===== config.mk =====
export PLATFORM = sky130hd
export DESIGN_NAME = stim
export DESIGN_NICKNAME = d
export VERILOG_FILES = /design/src/rtl/stim.sv
export SDC_FILE = /design/constraint.sdc
export NUM_CORES = 1
export LEC_CHECK = 0
export CELL_PAD_IN_SITES_DETAIL_PLACEMENT = 1
export CELL_PAD_IN_SITES_GLOBAL_PLACEMENT = 2
export CORE_ASPECT_RATIO = 2
export CORE_MARGIN = 2
export CORE_UTILIZATION = 22
export CTS_CLUSTER_DIAMETER = 40
export DETAILED_ROUTE_END_ITERATION = 8
export GPL_ROUTABILITY_DRIVEN = 0
export GPL_TIMING_DRIVEN = 0
export PLACE_DENSITY = 0.81
export SYNTH_ARGS = -nofsm -noshare
export SYNTH_HDL_FRONTEND = slang
export SYNTH_SLANG_ARGS = --single-unit

===== constraint.sdc =====
create_clock -name clock -period 1.7 [get_ports clock]
set_input_delay 0.34 -clock clock [delete_from_list [all_inputs] [get_ports clock]]
set_output_delay 0.34 -clock clock [all_outputs]
set_load 0.02 [all_outputs]

===== src/rtl/stim.sv =====
// Test-program sequencer: fetches VECTOR / BITMASK / END records over an Avalon-MM read
// master and turns them into STIM_FIFO, CHECK_FIFO and checker-command writes.
module stim #(
  parameter int ADDR_WIDTH          = 20,
  parameter int DATA_WIDTH          = 16,
  parameter int STF_WIDTH           = 24,
  parameter int RTF_WIDTH           = 24,
  parameter int CHF_WIDTH           = 44,
  parameter int SCC_WIDTH           = 5,
  parameter int SCD_WIDTH           = 24,
  parameter int RESULT_VECTOR_WORDS = 2
) (
  input  logic                  clock,
  input  logic                  reset,
  input  logic                  start,
  input  logic [ADDR_WIDTH-1:0] cmd_base,
  input  logic [ADDR_WIDTH-1:0] res_base,
  output logic                  busy,
  output logic                  done,
  output logic                  error,
  output logic [15:0]           vec_count,
  output logic [ADDR_WIDTH-1:0] mem_address,
  output logic                  mem_read,
  input  logic [DATA_WIDTH-1:0] mem_readdata,
  input  logic                  mem_waitrequest,
  output logic [STF_WIDTH-1:0]  sfifo_data,
  output logic                  sfifo_wrreq,
  input  logic                  sfifo_wrfull,
  input  logic                  sfifo_wrempty,
  output logic [CHF_WIDTH-1:0]  cfifo_data,
  output logic                  cfifo_wrreq,
  input  logic                  cfifo_wrfull,
  output logic [SCC_WIDTH-1:0]  sc_cmd,
  output logic [SCD_WIDTH-1:0]  sc_data,
  input  logic                  sc_ready
);

  typedef enum logic [2:0] {
    IDLE, RD_META, RD_BODY, PUSH, WAIT_DRAIN, SEND_MASK, DONE
  } state_t;

  state_t state, next_state;

  logic [STF_WIDTH-1:0]  stim_vec;
  logic [RTF_WIDTH-1:0]  exp_vec;
  logic [ADDR_WIDTH-1:0] res_addr;
  logic [1:0]            idx;
  logic                  is_vec;
  logic                  accept;
  logic                  start_ok;
  logic [7:0]            rec_type;
  logic [1:0]            last_idx;

  assign rec_type   = mem_readdata[15:8];
  assign accept     = (state == RD_META || state == RD_BODY) && !mem_waitrequest;
  assign start_ok   = (state == IDLE || state == DONE) && start;
  assign last_idx   = is_vec ? 2'd3 : 2'd1;
  assign busy       = !(state == IDLE || state == DONE);
  assign done       = (state == DONE);
  assign sfifo_data = stim_vec;
  assign cfifo_data = {exp_vec, res_addr};
  // A bitmask record reuses the stimulus holding register for its payload.
  assign sc_data    = (state == SEND_MASK) ? stim_vec : '0;

  always_ff @(posedge clock) begin
    if (reset) state <= IDLE;
    else       state <= next_state;
  end

  always_comb begin
    next_state  = state;
    mem_read    = 1'b0;
    sfifo_wrreq = 1'b0;
    cfifo_wrreq = 1'b0;
    sc_cmd      = '0;
    case (state)
      IDLE, DONE: if (start) next_state = RD_META;
      RD_META: begin
        mem_read = 1'b1;
        if (accept) begin
          case (rec_type)
            8'h01, 8'h02: next_state = RD_BODY;
            default:      next_state = DONE;
          endcase
        end
      end
      RD_BODY: begin
        mem_read = 1'b1;
        if (accept && idx == last_idx) next_state = is_vec ? PUSH : WAIT_DRAIN;
      end
      PUSH: begin
        if (!sfifo_wrfull && !cfifo_wrfull) begin
          sfifo_wrreq = 1'b1;
          cfifo_wrreq = 1'b1;
          next_state  = RD_META;
        end
      end
      // Hold the mask until every earlier vector has left the pipeline.
      WAIT_DRAIN: if (sc_ready && sfifo_wrempty && !cfifo_wrfull) next_state = SEND_MASK;
      SEND_MASK: begin
        sc_cmd     = SCC_WIDTH'(1);
        next_state = RD_META;
      end
      default: next_state = IDLE;
    endcase
  end

  always_ff @(posedge clock) begin
    if (reset) begin
      mem_address <= '0;
      res_addr    <= '0;
      vec_count   <= '0;
      error       <= 1'b0;
      stim_vec    <= '0;
      exp_vec     <= '0;
      idx         <= '0;
      is_vec      <= 1'b0;
    end else begin
      if (start_ok) begin
        mem_address <= cmd_base;
        res_addr    <= res_base;
        vec_count   <= '0;
        error       <= 1'b0;
      end
      if (accept) mem_address <= mem_address + 1'b1;
      if (state == RD_META && accept) begin
        is_vec <= (rec_type == 8'h01);
        idx    <= '0;
        if (rec_type > 8'h02) error <= 1'b1;
      end
      if (state == RD_BODY && accept) begin
        idx <= idx + 1'b1;
        case (idx)
          2'd0:    stim_vec[23:16] <= mem_readdata[7:0];
          2'd1:    stim_vec[15:0]  <= mem_readdata;
          2'd2:    exp_vec[23:16]  <= mem_readdata[7:0];
          default: exp_vec[15:0]   <= mem_readdata;
        endcase
      end
      if (state == PUSH && sfifo_wrreq) begin
        vec_count <= vec_count + 1'b1;
        res_addr  <= res_addr + ADDR_WIDTH'(RESULT_VECTOR_WORDS);
      end
    end
  end

endmodule

## Word-level counts from Yosys, hierarchy flattened

Index checks and enable logic that the tools add are counted.

- Register bits after elaboration: 111
- Output and inout port bits: 139

- Add/subtract/negate cells: 4
- Order comparisons: 1
- Equal/unequal tests: 16
- Multiplexer cells: 25
- Bitwise logic cells: 1
- Reduce and logical (&&, ||, !) cells: 29

Operators by type and width:

| cell | number |
|---|---|
| 20-bit two-way mux | 4 |
| 16-bit two-way mux | 2 |
| 24-bit two-way mux | 1 |
| 3-bit two-way mux | 7 |
| 20-bit by 1-bit adder with 20-bit output, second input constant | 1 |
| 20-bit by 2-bit adder with 20-bit output, second input constant | 1 |
| 3-bit one-hot mux with 6 select lines | 1 |
| 16-bit by 1-bit adder with 16-bit output, second input constant | 1 |
| 3-bit == test, second input constant | 3 |
| 1-bit logical AND | 9 |
| 8-bit by 1-bit == test with 1-bit output, second input constant | 1 |
| 8-bit by 2-bit == test with 1-bit output, second input constant | 1 |
| 8-bit by 2-bit greater-than comparator with 1-bit output, second input constant | 1 |
| 2-bit inequality test, second input constant | 4 |
| 2-bit AND reduction | 4 |
| 1-bit two-way mux | 7 |
| 3-bit by 2-bit == test with 1-bit output, second input constant | 2 |
| 2-bit two-way mux | 3 |
| 2-bit nonzero test | 3 |
| 2-bit OR reduction | 3 |
| 5-bit AND reduction | 1 |
| 1-bit zero test | 4 |
| 3-bit by 1-bit == test with 1-bit output, second input constant | 1 |
| 3-bit zero test | 1 |
| other kinds (9) | 10 |

## Logic depth before layout (Yosys ltp)

- Word-level depth: 6
- Mapped depth: 8
- Gate-level depth less buffers: 6

## Least setup slack after synthesis

No wires, ideal clock.

- Path kind: register -> output
- Start: register state[0]
- End: output port sc_data[14]
- Arrival: 1.712 ns
- Slack: -0.352 ns
- Stages on the path, launching flop included: 6
- Cells stage by stage: dfxtp_1 buf_2 clkinv_1 nor3_1 clkbuf_1 and2_1

- Cells in the longest elaborated chain, start to end: 2

RTL lines:

| item | line | RTL |
|---|---|---|
| start: declaration | 42 | `state_t state, next_state;` |
| start signal: assignment | 67 | `else state <= next_state;` |
| 3-bit == test | 63 | `assign sc_data = (state == SEND_MASK) ? stim_vec : '0;` |
| 24-bit two-way mux | 63 |  |
| end: declaration | 34 | `output logic [SCD_WIDTH-1:0] sc_data,` |

Every way passes these cells.

## Final worst setup path

- Start: register state[2]
- End: output port sfifo_wrreq

- Cells in the longest elaborated chain, start to end: 2

RTL lines:

| item | line | RTL |
|---|---|---|
| 3-bit by 2-bit == test with 1-bit output | 76 | `case (state)` |
| 1-bit two-way mux | 76 |  |
| end: declaration | 27 | `output logic sfifo_wrreq,` |

Every way passes these cells.

==> results.cfg <==
[yosys]
ys_seq_area_share_pct = 41.4
synth-simple-area-share_pct = 29.8
yosysTopAreaCell = dfxtp_1
yosysWarningCount = 0
synth_mux_area_share_pct = 2.07
synth_cell_types = 55
synth_top_area_share_pct = 41.4
synth.most_common_cell = nand2_1
synth_compound_area_share_pct = 18.1
synth_area_leaders = dfxtp_1 41%, nand2_1 9.6%, a21oi_1 6.6%
synth-xor-area-share_pct = 2.28
synth_edf_count = 0
ys.flop_type = dfxtp_1
avgSynthCellArea_um2 = 7.76
synth_adder_area_share_pct = 1.63
synth_top_family_by_area = simple AND/OR/NAND/NOR gates
synthCells = 692
synth-seq-cells = 111
synth_common_cells = 138 x nand2_1, 111 x dfxtp_1, 71 x a21oi_1, 45 x nor2_1, 39 x nand3_1
netlist_area_um2 = 5370
synth-async-reset-ratio_pct = 0

[timing]
fin_crit_sh_pct = 120
relSlewSlack_pct = 49.6
fmax_ghz = 0.491
rsz0062_at_grt = yes
hold_viol = 0
tightestPinTransition_ns = 0.756
post-route-min-period_ns = 2.04
layout_setup_ws_ns = -0.335
skew_ns = 0.0114
setup_viol = 87
slew_violations = 0

[power_and_ir_drop]
p_seq_share_pct = 30.9
switching_share_pct = 37.9
p_per_area_nw_per_um2 = 1070
power_uw = 10700
p_leak_uw = 0.00439
switchingPower_uw = 4050
p_int_uw = 6650
combPwrFrac_pct = 48.4
p_clk_share_pct = 20.7
ir_drop_uv = 506

[critical_path]
start_kind = register
crit_type = reg2out
end_kind = output port
worst_path_most_repeated_cell = buf_6
crit_arrival_ns = 1.70
rrSetupSlack_ns = -0.30
cpPeakStageDelay_ns = 0.33
r2r_start = state[2]$_SDFFE_PP0P_
regToRegEndpoint = res_addr[8]$_SDFFE_PP0P_
worstPathCellList = buf_6 -> nand3b_1 -> or2_1 -> buf_6 -> inv_8 -> buf_6 -> buf_6
slowest_stage = dfxtp_2
rr_worst_depth = 9
worst-path-buf-inv = 5
crit_required_ns = 1.36
crit_fanout = 5
crit_family = buffers and inverters

[run]
max-cap-violations = 0

[global_route]
track_usage_pct = 19.5
grt_max_degree = 18
grt_pass1_vias = 6621
antenna_found_initial = 1
grt_overflow_total = 0
grt_first_pass_wirelength_um = 38300

[routing]
drc = 0
viasPerCell = 5.02
totalWireLength_um = 26300
drt_iter0_drc = 181
vias = 6385
dr.pass1.iters = 4
wl_per_cell_um = 20.7
route.antenna.remaining_nets = 0

[worst_hold_path]
hold_start = mem_readdata[12]
holdPathEnd = exp_vec[12]$_SDFFE_PP0P_
holdPathStages = 3
hold_class = in2reg

[placed_design]
dpl.hpwl_um = 18400
numPortBuffers = 197
dpl_worst_slack_ns = -0.983

[final_layout]
fill_cells = 2720
area_growth_pct = 86.5
drive_gt1_share_pct = 33.4
nets = 1050

[die]
dieArea_um2 = 25700
io_pins = 203
fp.coreArea_um2 = 23900
initial_core_util_pct = 22.4
fp.dieW_um = 114
fp-row-count = 80
die_y_um = 225

[clocking]
clk_latency_ns = 0.37
path_clk_slew_ns = 0.07
ctsHtreeMaxLevel = 3
cts-buffers-inserted = 9
cts_num_sinks = 111
cts-root-buf = clkbuf_16
clockBufferDepth = 2
cts_tree = built
hold_buffers = 0

[outcome]
violations = setup timing
status = finished with violations
## layout make-up
class                           count  area (µm²)  area share [%]
Tap cell                          287         359            3.59
Clock inverter                      3        22.5           0.225
Buffer                             41         419            4.19
Clock buffer                       13         282            2.81
Inverter                           10        62.6           0.625
Sequential cell                   111        2270            22.7
Antenna cell                        1        2.50          0.0250
Timing Repair Buffer              281        2910            29.1
Multi-Input combinational cell    525        3680            36.7
## state kept, by name, indices dropped and copies added, names as in the netlist
register     count
exp_vec         24
sfifo_data      24
mem_address     20
res_addr        20
vec_count       16
state            3
idx              2
error            1
is_vec           1
## power by group through the flow
stage,sequential [µW],combinational [µW],clock [µW]
final,3300,5180,2220
after global routing,3350,5440,2390
after CTS,3260,3780,2290
after detailed placement,3280,2900,0
after global placement,3280,2870,0
after floorplan,3450,1300,0
## worst max-delay path by stage
stage / startpoint / endpoint / slack [ns] / cells past startpoint
detailed placement: cfifo_wrfull / sfifo_wrreq / -0.98 / 7
floorplan: res_addr[8]$_SDFFE_PP0P_ / res_addr[17]$_SDFFE_PP0P_ / -0.09 / 6
finish: state[2]$_SDFFE_PP0P_ / sfifo_wrreq / -0.34 / 7
CTS: state[2]$_SDFFE_PP0P_ / sfifo_wrreq / -0.36 / 7
global route: state[2]$_SDFFE_PP0P_ / sfifo_wrreq / -0.41 / 7
global placement: cfifo_wrfull / sfifo_wrreq / -1.00 / 7
## metal layers
metal,GRT usage (%),share of wire (%),up-vias
met4,9.01,3.5,0
met1,19.6,35,3129
met3,2.21,3.0,41
met2,38.7,59,173
li1,-,-,3042
met5,0,0,-
## what timing repair did
item / CTS / global route
pin swaps: 56 / 52
gates cloned: 3 / 5
gates resized for setup: 417 / 189
endpoints found under the setup margin: 192 / 162
buffers inserted: 46 / 32
hold endpoints to repair: 0 / 0
## kinds of logic after synthesis
logic type | Yosys count
buffers and inverters | 60
adders and majority gates | 7
DFF | 111
AOI/OAI and AO/OA | 157
muxes | 10
and+or+nand+nor | 332
other | 1
xor gates and xnor gates | 14
## tightest hold or removal path: cells and delay by family
family,cells,cell delay (ns)
buf+inv,1,0.27
simple gates,1,0.07
compound gates,1,0.05
## metrics by stage
step	area, µm²	instances	utilization, %	TNS, ns	hold WS, ns
floorplan	5470	695	-	-0.622	0.470
global placement	7800	1179	32.6	-84.55	0.442
detailed placement	7800	1179	32.6	-85.87	0.450
CTS	9050	1242	37.9	-13.66	0.426
global route	10000	1272	41.9	-20.46	0.433
finish	10000	1272	41.9	-14.24	0.418
## cells in the final DEF (no fill, tap or decap), types with 11 or more instances in the layout
master	synthesis	routed
nor2_1	45	33
clkbuf_16	0	15
buf_4	5	48
dlymetal6s2s_1	0	29
clkdlybuf4s50_1	0	70
and2_4	0	24
buf_6	0	60
nand3_1	39	34
dfxtp_1	111	89
dfxtp_2	0	12
buf_12	0	12
nand2_1	138	124
nand4_1	13	13
a31oi_1	19	19
dlygate4sd2_1	0	68
nand2_2	0	11
a21oi_1	71	61
buf_8	0	11
clkbuf_1	35	11
Power figures use the tool's default switching activity.
